File: config.mk
export PLATFORM = sky130hd
export DESIGN_NAME = fb_rect_fill
export DESIGN_NICKNAME = d
export VERILOG_FILES = /design/src/rtl/fb_pkg.sv /design/src/rtl/fb_rect_addr_gen.sv /design/src/rtl/fb_rect_fill.sv
export SDC_FILE = /design/constraint.sdc
export NUM_CORES = 1
export LEC_CHECK = 0
export ABC_AREA = 1
export CORE_MARGIN = 2
export CORE_UTILIZATION = 51
export DETAILED_ROUTE_END_ITERATION = 8
export HOLD_SLACK_MARGIN = 0.15
export PLACE_DENSITY = 0.78
export REMOVE_ABC_BUFFERS = 1
export SYNTH_ARGS = -nofsm -noshare
export SYNTH_HDL_FRONTEND = slang
export SYNTH_SLANG_ARGS = --single-unit
File: constraint.sdc
create_clock -name clk -period 2 [get_ports clk]
set_input_delay 0.2 -clock clk [delete_from_list [all_inputs] [get_ports clk]]
set_output_delay 0.2 -clock clk [all_outputs]
set_load 0.01 [all_outputs]
File: src/rtl/fb_pkg.sv
// Shared framebuffer definitions for the write-side fill engine and the
// scan-out controller: screen geometry, pixel/address types, the fill
// command record and the fill engine state encoding.
package fb_pkg;

    localparam int unsigned H_RES  = 640;  // horizontal resolution in pixels
    localparam int unsigned V_RES  = 480;  // vertical resolution in lines
    localparam int unsigned ADDR_W = 19;   // framebuffer address width
    localparam int unsigned PIX_W  = 24;   // RGB888, R in [23:16]

    typedef logic [23:0] pixel_t;
    typedef logic [18:0] fb_addr_t;

    typedef struct packed {
        logic [9:0] x0;
        logic [9:0] y0;
        logic [9:0] w;
        logic [9:0] h;
        pixel_t     color;
        logic       sync;
    } fill_cmd_t;

    typedef enum logic [1:0] {
        IDLE,
        WAIT_SYNC,
        FILL,
        DONE
    } fill_state_t;

    // A command covers no on-screen pixel: empty size or origin off-screen.
    function automatic logic cmd_is_null(input fill_cmd_t c);
        return (c.w == 10'd0) || (c.h == 10'd0) ||
               (c.x0 >= 10'(H_RES)) || (c.y0 >= 10'(V_RES));
    endfunction

endpackage

File: src/rtl/fb_rect_addr_gen.sv
// Rectangle address generator: clips a fill command to the screen and walks
// its pixels in row-major order, producing y*H_RES + x without a multiplier.
// Ports:
//   clk, rst_n        clock, asynchronous active-low reset
//   load              latch x0/y0/w/h and point at the first pixel
//   advance           current pixel was written; step to the next one
//   x0, y0, w, h      command geometry (only sampled on load)
//   addr              address of the current pixel (registered)
//   last              current pixel is the bottom-right one of the clipped box
module fb_rect_addr_gen
    import fb_pkg::*;
(
    input  logic              clk,
    input  logic              rst_n,
    input  logic              load,
    input  logic              advance,
    input  logic [9:0]        x0,
    input  logic [9:0]        y0,
    input  logic [9:0]        w,
    input  logic [9:0]        h,
    output logic [ADDR_W-1:0] addr,
    output logic              last
);

    logic [9:0]        x_q, x_d, y_q, y_d, x0_q, x0_d;
    logic [10:0]       x_end_q, x_end_d, y_end_q, y_end_d;
    logic [ADDR_W-1:0] row_base_q, row_base_d, addr_q, addr_d;

    logic [10:0]       x_sum, y_sum, x_next, y_next;
    logic [ADDR_W-1:0] y0_ext, y0_base;
    logic              row_end;

    // 11-bit sums cannot wrap, so the clip is a plain compare.
    assign x_sum   = {1'b0, x0} + {1'b0, w};
    assign y_sum   = {1'b0, y0} + {1'b0, h};
    // y0 * 640 = y0 * 512 + y0 * 128.
    assign y0_ext  = ADDR_W'(y0);
    assign y0_base = (y0_ext << 9) + (y0_ext << 7);

    assign x_next  = {1'b0, x_q} + 11'd1;
    assign y_next  = {1'b0, y_q} + 11'd1;
    assign row_end = (x_next == x_end_q);
    assign last    = row_end && (y_next == y_end_q);
    assign addr    = addr_q;

    always_comb begin
        // NOTE: every signal gets a default before any branch, so no path
        // leaves a value unassigned and no latch is inferred.
        x_d        = x_q;
        y_d        = y_q;
        x0_d       = x0_q;
        x_end_d    = x_end_q;
        y_end_d    = y_end_q;
        row_base_d = row_base_q;
        addr_d     = addr_q;

        if (load) begin
            x_d        = x0;
            y_d        = y0;
            x0_d       = x0;
            x_end_d    = (x_sum > 11'(H_RES)) ? 11'(H_RES) : x_sum;
            y_end_d    = (y_sum > 11'(V_RES)) ? 11'(V_RES) : y_sum;
            row_base_d = y0_base;
            addr_d     = y0_base + ADDR_W'(x0);
        end else if (advance) begin
            if (row_end) begin
                // Wrap to the next line; computed from row_base so the
                // first pixel of the new row is ready with no bubble.
                x_d        = x0_q;
                y_d        = y_q + 10'd1;
                row_base_d = row_base_q + ADDR_W'(H_RES);
                addr_d     = row_base_q + ADDR_W'(H_RES) + ADDR_W'(x0_q);
            end else begin
                x_d    = x_q + 10'd1;
                addr_d = addr_q + ADDR_W'(1);
            end
        end
    end

    always_ff @(posedge clk or negedge rst_n) begin
        // NOTE: these are a handful of control registers, not a storage
        // array, so all of them are reset; addr must read 0 after reset.
        if (!rst_n) begin
            x_q        <= '0;
            y_q        <= '0;
            x0_q       <= '0;
            x_end_q    <= '0;
            y_end_q    <= '0;
            row_base_q <= '0;
            addr_q     <= '0;
        end else begin
            x_q        <= x_d;
            y_q        <= y_d;
            x0_q       <= x0_d;
            x_end_q    <= x_end_d;
            y_end_q    <= y_end_d;
            row_base_q <= row_base_d;
            addr_q     <= addr_d;
        end
    end

endmodule

File: src/rtl/fb_rect_fill.sv
// Framebuffer rectangle fill engine. Accepts a fill command, clips it to the
// screen and writes one pixel per granted cycle through the framebuffer write
// port, optionally waiting for frame_start before the first write.
// Ports:
//   clk, rst_n                  clock, asynchronous active-low reset
//   cmd_valid / cmd_ready       command handshake
//   cmd_x0, cmd_y0, cmd_w, cmd_h, cmd_color, cmd_sync   command fields
//   cmd_abort                   abandon the command in WAIT_SYNC or FILL
//   frame_start                 frame pulse from the VGA timing generator
//   fb_wr_en/addr/data, fb_wr_gnt   framebuffer write port and grant
//   busy                        command in progress
//   done                        one-cycle pulse on normal completion
module fb_rect_fill
    import fb_pkg::*;
(
    input  logic              clk,
    input  logic              rst_n,
    input  logic              cmd_valid,
    output logic              cmd_ready,
    input  logic [9:0]        cmd_x0,
    input  logic [9:0]        cmd_y0,
    input  logic [9:0]        cmd_w,
    input  logic [9:0]        cmd_h,
    input  logic [PIX_W-1:0]  cmd_color,
    input  logic              cmd_sync,
    input  logic              cmd_abort,
    input  logic              frame_start,
    output logic              fb_wr_en,
    output logic [ADDR_W-1:0] fb_wr_addr,
    output logic [PIX_W-1:0]  fb_wr_data,
    input  logic              fb_wr_gnt,
    output logic              busy,
    output logic              done
);

    fill_state_t state_q, state_d;
    logic        cmd_ready_q, cmd_ready_d;
    logic        fb_wr_en_q, fb_wr_en_d;
    pixel_t      fb_wr_data_q, fb_wr_data_d;
    logic        busy_q, busy_d;
    logic        done_q, done_d;

    fill_cmd_t   cmd_in;
    logic        gen_load, gen_advance, gen_last;
    logic        wr_fire;

    assign cmd_in = '{x0: cmd_x0, y0: cmd_y0, w: cmd_w, h: cmd_h,
                      color: cmd_color, sync: cmd_sync};
    assign wr_fire = fb_wr_en_q && fb_wr_gnt;

    fb_rect_addr_gen u_addr_gen (
        .clk     (clk),
        .rst_n   (rst_n),
        .load    (gen_load),
        .advance (gen_advance),
        .x0      (cmd_in.x0),
        .y0      (cmd_in.y0),
        .w       (cmd_in.w),
        .h       (cmd_in.h),
        .addr    (fb_wr_addr),
        .last    (gen_last)
    );

    always_comb begin
        state_d      = state_q;
        cmd_ready_d  = cmd_ready_q;
        fb_wr_en_d   = fb_wr_en_q;
        fb_wr_data_d = fb_wr_data_q;
        busy_d       = busy_q;
        done_d       = 1'b0;
        gen_load     = 1'b0;
        gen_advance  = 1'b0;

        unique case (state_q)
            IDLE: begin
                if (cmd_valid && cmd_ready_q) begin
                    gen_load     = 1'b1;
                    fb_wr_data_d = cmd_in.color;
                    cmd_ready_d  = 1'b0;
                    busy_d       = 1'b1;
                    if (cmd_is_null(cmd_in)) begin
                        state_d = DONE;
                        done_d  = 1'b1;
                    end else if (cmd_in.sync) begin
                        state_d = WAIT_SYNC;
                    end else begin
                        // Raising the request on the entry edge gives the
                        // first write in the cycle right after accept.
                        state_d    = FILL;
                        fb_wr_en_d = 1'b1;
                    end
                end
            end
            WAIT_SYNC: begin
                if (cmd_abort) begin
                    state_d     = IDLE;
                    cmd_ready_d = 1'b1;
                    busy_d      = 1'b0;
                end else if (frame_start) begin
                    state_d    = FILL;
                    fb_wr_en_d = 1'b1;
                end
            end
            FILL: begin
                // A granted write completes even on the abort cycle.
                gen_advance = wr_fire;
                if (cmd_abort) begin
                    state_d     = IDLE;
                    fb_wr_en_d  = 1'b0;
                    cmd_ready_d = 1'b1;
                    busy_d      = 1'b0;
                end else if (wr_fire && gen_last) begin
                    state_d    = DONE;
                    fb_wr_en_d = 1'b0;
                    done_d     = 1'b1;
                end
            end
            DONE: begin
                state_d     = IDLE;
                cmd_ready_d = 1'b1;
                busy_d      = 1'b0;
            end
            default: begin
                state_d     = IDLE;
                fb_wr_en_d  = 1'b0;
                cmd_ready_d = 1'b1;
                busy_d      = 1'b0;
            end
        endcase
    end

    always_ff @(posedge clk or negedge rst_n) begin
        // NOTE: non-blocking assignments here so every register samples the
        // pre-edge values, independent of statement order.
        if (!rst_n) begin
            state_q      <= IDLE;
            cmd_ready_q  <= 1'b1;
            fb_wr_en_q   <= 1'b0;
            fb_wr_data_q <= '0;
            busy_q       <= 1'b0;
            done_q       <= 1'b0;
        end else begin
            state_q      <= state_d;
            cmd_ready_q  <= cmd_ready_d;
            fb_wr_en_q   <= fb_wr_en_d;
            fb_wr_data_q <= fb_wr_data_d;
            busy_q       <= busy_d;
            done_q       <= done_d;
        end
    end

    assign cmd_ready  = cmd_ready_q;
    assign fb_wr_en   = fb_wr_en_q;
    assign fb_wr_data = fb_wr_data_q;
    assign busy       = busy_q;
    assign done       = done_q;

endmodule

Word-level counts from Yosys, hierarchy flattened
Index checks and enable logic that the tools add are counted.
- flip-flop bits (word level): 120
- bits of input ports: 71
- output and inout port bits: 47
- equal/unequal tests: 13
- add/sub/neg operators: 11
- magnitude comparators: 4
- reductions and logical operators: 19
- muxes and demuxes: 44
- operators by type and width (kind ; number):
    19-bit two-way mux ; 6
    10-bit two-way mux ; 6
    19-bit by 10-bit adder with 19-bit output ; 2
    10-bit by 1-bit adder with 11-bit output (second input constant) ; 2
    10-bit by 10-bit adder with 11-bit output ; 2
    11-bit equality test ; 2
    11-bit two-way mux ; 2
    10-bit by 1-bit adder with 10-bit output (second input constant) ; 2
    10-bit logical NOT ; 2
    19-bit by 1-bit adder with 19-bit output (second input constant) ; 1
    19-bit by 10-bit adder with 19-bit output (second input constant) ; 1
    19-bit by 17-bit adder with 19-bit output ; 1
    1-bit two-way mux ; 18
    2-bit two-way mux ; 7
    11-bit by 10-bit greater-than comparator with 1-bit output (second input constant) ; 1
    11-bit by 9-bit greater-than comparator with 1-bit output (second input constant) ; 1
    10-bit greater-or-equal comparator (second input constant) ; 1
    10-bit by 9-bit greater-or-equal comparator with 1-bit output (second input constant) ; 1
    2-bit inequality test (second input constant) ; 5
    1-bit case mux with 3 select lines ; 3
    2-bit case mux with 4 select lines ; 1
    7-bit AND reduction ; 1
    3-bit inequality test (second input constant) ; 2
    2-bit AND reduction ; 3
    11 further kinds ; 18

Depth between registers and ports, before layout
- word-level depth: 7
- depth in mapped cells: 20
- gate-level depth less buffers: 20

Cells and area by module
A second synthesis with hierarchy kept.
- cells, all modules: 1252
- area total of the unflattened synthesis: 8555.7 um^2
- modules (own cells, without submodules) (module ; cells an instance ; sequential area each (um^2) ; instances ; area an instance (um^2)):
    fb_rect_addr_gen ; 1071 ; 2077.0 ; 1 ; 7126.8
    fb_rect_fill ; 181 ; 752.0 ; 1 ; 1428.9

Worst setup path before layout
No wires, ideal clock.
- path kind: register to register
- start point: register u_addr_gen.row_base_q[7]
- end point: register u_addr_gen.addr_q[15] (netlist: u_addr_gen.addr[15])
- data required time: 1.884 ns
- period minus slack after synthesis: 2.143 ns
- arrival time: 2.027 ns
- path buffers: 0
- library setup time: 0.116 ns
- cell stages (with the launch flop): 20
- setup slack: -0.143 ns
- cell sequence: dfrtp_1 ha_1 nand2_1 nand2_1 ha_1 nand2_1 nor2_1 nor2_1 inv_1 nand2_1 inv_1 nand3_1 nor2_1 nand2_1 nand2_1 nand2_1 nand2_1 nand3_1 nand2_1 nand2_1
- cells in the longest elaborated chain, start to end: 5
- ends and longest elaborated chain (element ; line ; source):
    start, declared ; fb_rect_addr_gen.sv:27 ; logic [ADDR_W-1:0] row_base_q, row_base_d, addr_q, addr_d;
    start signal, assigned ; fb_rect_addr_gen.sv:97 ; row_base_q <= row_base_d;
    19-bit by 10-bit adder with 19-bit output (2 in a row) ; fb_rect_addr_gen.sv:72 ; addr_d = row_base_q + ADDR_W'(H_RES) + ADDR_W'(x0_q);
    19-bit two-way mux ; fb_rect_addr_gen.sv:66 ; if (row_end) begin
    19-bit two-way mux ; fb_rect_addr_gen.sv:65 ; end else if (advance) begin
    19-bit two-way mux ; fb_rect_addr_gen.sv:57 ; if (load) begin
    end signal, assigned ; fb_rect_addr_gen.sv:98 ; addr_q <= addr_d;
    end, declared ; fb_rect_addr_gen.sv:27 ;
No other way between the ends. The select of a mux whose other input is x is not followed.
A chain may end at the register's enable or synchronous reset.

Worst setup path after layout
- start point: register u_addr_gen.x_q[1]
- end point: register u_addr_gen.addr_q[18] (netlist: u_addr_gen.addr[18])
- cells in the longest elaborated chain, start to end: 5
- ends and longest elaborated chain (element ; line ; source):
    start, declared ; fb_rect_addr_gen.sv:25 ; logic [9:0] x_q, x_d, y_q, y_d, x0_q, x0_d;
    start signal, assigned ; fb_rect_addr_gen.sv:84 ; x_q <= '0;
    start signal, assigned ; fb_rect_addr_gen.sv:92 ; x_q <= x_d;
    10-bit by 1-bit adder with 11-bit output ; fb_rect_addr_gen.sv:40 ; assign x_next = {1'b0, x_q} + 11'd1;
    11-bit equality test ; fb_rect_addr_gen.sv:42 ; assign row_end = (x_next == x_end_q);
    19-bit two-way mux ; fb_rect_addr_gen.sv:66 ;
    19-bit two-way mux ; fb_rect_addr_gen.sv:65 ;
    19-bit two-way mux ; fb_rect_addr_gen.sv:57 ;
No other way between the ends. The select of a mux whose other input is x is not followed.

==> results.json <==
{
  "status": "finished, violations left",
  "violations": "setup timing",
  "antenna_found_initial": 0,
  "path_class": "register to register",
  "crit_cells": 18,
  "critPathMaxFanout": 3,
  "reg2reg_from": "u_addr_gen.x_q[1]$_DFFE_PN0P_",
  "fin_nets": 1784,
  "grt_max_degree": 58,
  "timing.fmax_mhz": 427,
  "critPathSlowestCell": "dfrtp_1",
  "clock_latency_ns": 0.43,
  "r2r-end": "u_addr_gen.addr[18]$_DFFE_PN0P_",
  "dieArea_mm2": 0.0185,
  "rsz0062_at_grt": "yes",
  "fin_crit_ns": 2.34,
  "ys_types": 48,
  "grt_pass1_wl_um": 44000,
  "pre_cts_slack_ns": -0.698,
  "finalHoldViolations": 0,
  "setup_viol": 55,
  "syn_area_mm2": 0.00890,
  "die_x_um": 136,
  "syn2layout_area_growth_pct": 49.4,
  "grt_usage_pct": 30.0,
  "cp.arrival_ns": 2.66,
  "drtIter0Drc": 996,
  "numCtsBuffers": 17,
  "synth-seq-cells": 113,
  "synth_cells": 1338,
  "cts.sinks": 113,
  "synth_top_area_share_pct": 31.5,
  "firstDrtPassIters": 6,
  "tightestPinTransition_ns": 0.583,
  "grt_overflow_total": 0,
  "r2r_slack_ns": -0.34,
  "reg2regPathDepth": 18,
  "fillers": 1212,
  "clock-root-buffer": "clkbuf_16",
  "setup.worst_path.start": "u_addr_gen.x_q[1]$_DFFE_PN0P_",
  "path_buf_inv": 3,
  "finalMaxSlewViolations": 0,
  "finalWorstSetupSlack_ns": -0.344,
  "powerDensity_mw_per_mm2": 1440,
  "peakVddDrop_mv": 0.921,
  "num_rows": 48,
  "cp_top_family": "simple AND/OR/NAND/NOR gates",
  "clk_pin_slew_ns": 0.06,
  "synth.avg_cell_area_um2": 6.65,
  "critPathRequiredTime_ns": 2.31,
  "cp-start-kind": "register",
  "drive_gt1_share_pct": 25.7,
  "num_antenna_cells": 0,
  "synth_area_leaders": "dfrtp_1 31%, nand2_1 21%, inv_1 6.2%",
  "finalClockSkew_ns": 0.00994,
  "worst_path_largest_cell_delay_ns": 0.41,
  "gp_congestion": 0.905,
  "synth_top_cell_by_area": "dfrtp_1",
  "yosysSeqAreaShare_pct": 31.8,
  "leakage_nw": 7.06,
  "crit_end": "u_addr_gen.addr[18]$_DFFE_PN0P_",
  "clockBufferDepth": 2,
  "fin_total_pwr_mw": 19.1,
  "fp.dieH_um": 136,
  "cp-end-kind": "register",
  "cts_tree": "done",
  "grt_pass1_vias": 9454,
  "drt-vias-per-instance": 5.44,
  "drv_cap": 0,
  "dpl.hpwl_um": 19600,
  "vias": 10400,
  "max-slew-margin-rel_pct": 61.1,
  "critical_path.most_common_cell": "nand2_2",
  "fin_crit_sh_pct": 117,
  "hold_class": "input port to register",
  "drt-wirelength-per-cell_um": 15.6,
  "ys_warn_count": 0,
  "ios": 118,
  "ant_nets": 0,
  "drc": 0,
  "design.core.area_mm2": 0.0172,
  "wl_um": 29600,
  "whs_ns": 0.224,
  "io_buffer_count": 117,
  "cp_cell_sequence": "buf_6 -> nand2_2 -> nor2_4 -> nand2_1 -> nand2_2 -> nand2_2 -> nand2_2 -> nand2_4 -> nor2_2 -> nand4_1 -> nor2_1 -> buf_4 -> buf_6 -> nand2_2 -> nand3_2 -> nand2_1 -> nand2_1 -> nand2_1",
  "cts.htree.levels": 4,
  "start_util_pct": 51.8
}
-- tightest hold or removal path, cell delays in order --
cell            delay (ns)
dlymetal6s2s_1        0.14
buf_4                 0.13
nand2_1               0.07
nand2_1               0.08
-- routing by layer --
metal,GRT usage (%),part of all wire [%]
met5,0,0
met2,50.9,49
met4,13.7,3.9
met1,37.5,40
met3,4.77,7.1
-- registers in the layout, indices dropped and copies added, names as in the netlist, 2 cells and up --
signal,flops
fb_wr_data,24
u_addr_gen.addr,19
u_addr_gen.row_base_q,12
u_addr_gen.x_end_q,11
u_addr_gen.y_end_q,11
u_addr_gen.x0_q,10
u_addr_gen.x_q,10
u_addr_gen.y_q,10
state_q,2
-- layout make-up --
type / instances / area (um^2) / share of cell area (%)
Clock buffer: 19 / 443 / 3.33
Clock inverter: 13 / 151 / 1.14
Inverter: 150 / 572 / 4.30
Multi-Input combinational cell: 1041 / 5930 / 44.6
Sequential cell: 113 / 2830 / 21.3
Tap cell: 225 / 282 / 2.12
Timing Repair Buffer: 343 / 3080 / 23.2
-- worst min path at each step --
stage	from	to	slack [ns]	cells after the start
floorplan	rst_n	busy$_DFFE_PN0P_	-0.1	0
global placement	rst_n	u_addr_gen.addr[0]$_DFFE_PN0P_	0.22	1
detailed placement	rst_n	u_addr_gen.addr[0]$_DFFE_PN0P_	0.23	1
CTS	cmd_color[22]	fb_wr_data[22]$_DFFE_PN0P_	0.30	3
global route	cmd_x0[0]	u_addr_gen.x0_q[0]$_DFFE_PN0P_	0.21	4
finish	cmd_x0[0]	u_addr_gen.x0_q[0]$_DFFE_PN0P_	0.22	4
-- where the power goes --
part | switching, mW | total [mW] | leakage (nW) | internal, mW
registers | 0.958 | 4.29 | 1.34 | 3.34
clock network | 1.21 | 3.10 | 0.277 | 1.88
logic | 6.42 | 11.7 | 5.45 | 5.31
total | 8.59 | 19.1 | 7.06 | 10.5
-- cells in the mapped netlist (all sizes together) --
| cell type | count |
|---|---|
| inv | 149 |
| nor2 | 123 |
| or2 | 2 |
| o21bai | 2 |
| nor3 | 5 |
| nand3 | 100 |
| ha | 43 |
| o21a | 2 |
| a31oi | 1 |
| o31ai | 1 |
| nor4 | 6 |
| a221oi | 1 |
| xor2 | 35 |
| and3 | 1 |
| dfrtp | 112 |
| nand3b | 9 |
| o21ai | 90 |
| xnor3 | 2 |
| clkinv | 1 |
| nand4 | 25 |
| nand2 | 504 |
| dfstp | 1 |
| fa | 4 |
| clkbuf | 19 |
| a21oi | 56 |
| a22oi | 3 |
| o211ai | 3 |
| conb | 1 |
| buf | 15 |
| xnor2 | 18 |
| a21o | 4 |
-- layout by cell type, fill, tap and decap left out, drive strengths merged, types with 2 or more instances in the layout --
cell type / count
nand2: 504
buf: 223
inv: 151
nor2: 123
dfrtp: 112
nand3: 100
clkdlybuf4s50: 98
o21ai: 90
a21oi: 56
ha: 43
xor2: 35
nand4: 25
clkbuf: 23
xnor2: 18
dlymetal6s2s: 15
nand3b: 9
nor4: 6
clkinv: 6
nor3: 5
a21o: 4
clkinvlp: 4
fa: 4
o211ai: 3
a22oi: 3
o21bai: 2
o21a: 2
bufinv: 2
dlygate4sd2: 2
xnor3: 2
or2: 2
-- per-stage QoR --
step	area, um^2	instances	util, %	TNS (ns)
3_3_place_gp	11800	1851	68.7	-21.41
6_report	13300	1904	77.4	-14.53
4_1_cts	12700	1886	74.0	-9.27
2_1_floorplan	8710	1304	-	-480.38
5_1_grt	13300	1904	77.4	-20.31
3_5_place_dp	11800	1851	68.7	-23.96
-- repair_timing --
action | 4_1_cts | 5_1_grt
pin swaps | 22 | 48
hold endpoints to repair | 38 | 0
endpoints found under the setup margin | 72 | 74
hold buffers | 1 | 0
buffers inserted | 2 | 15
cloned | 0 | 3
resized for setup | 79 | 113
-- cells by family after synthesis --
family                   after synthesis  synth area share (%)
AND/OR/NAND/NOR                      775                  36.6
buffers and inverters                184                  8.53
AO/OA/AOI/OAI                        163                  10.3
flip-flops                           113                  31.8
XOR/XNOR                              55                  5.74
adder cells (fa/ha/maj)               47                  6.95
other                                  1                0.0421
(Power assumes the default switching activity.)
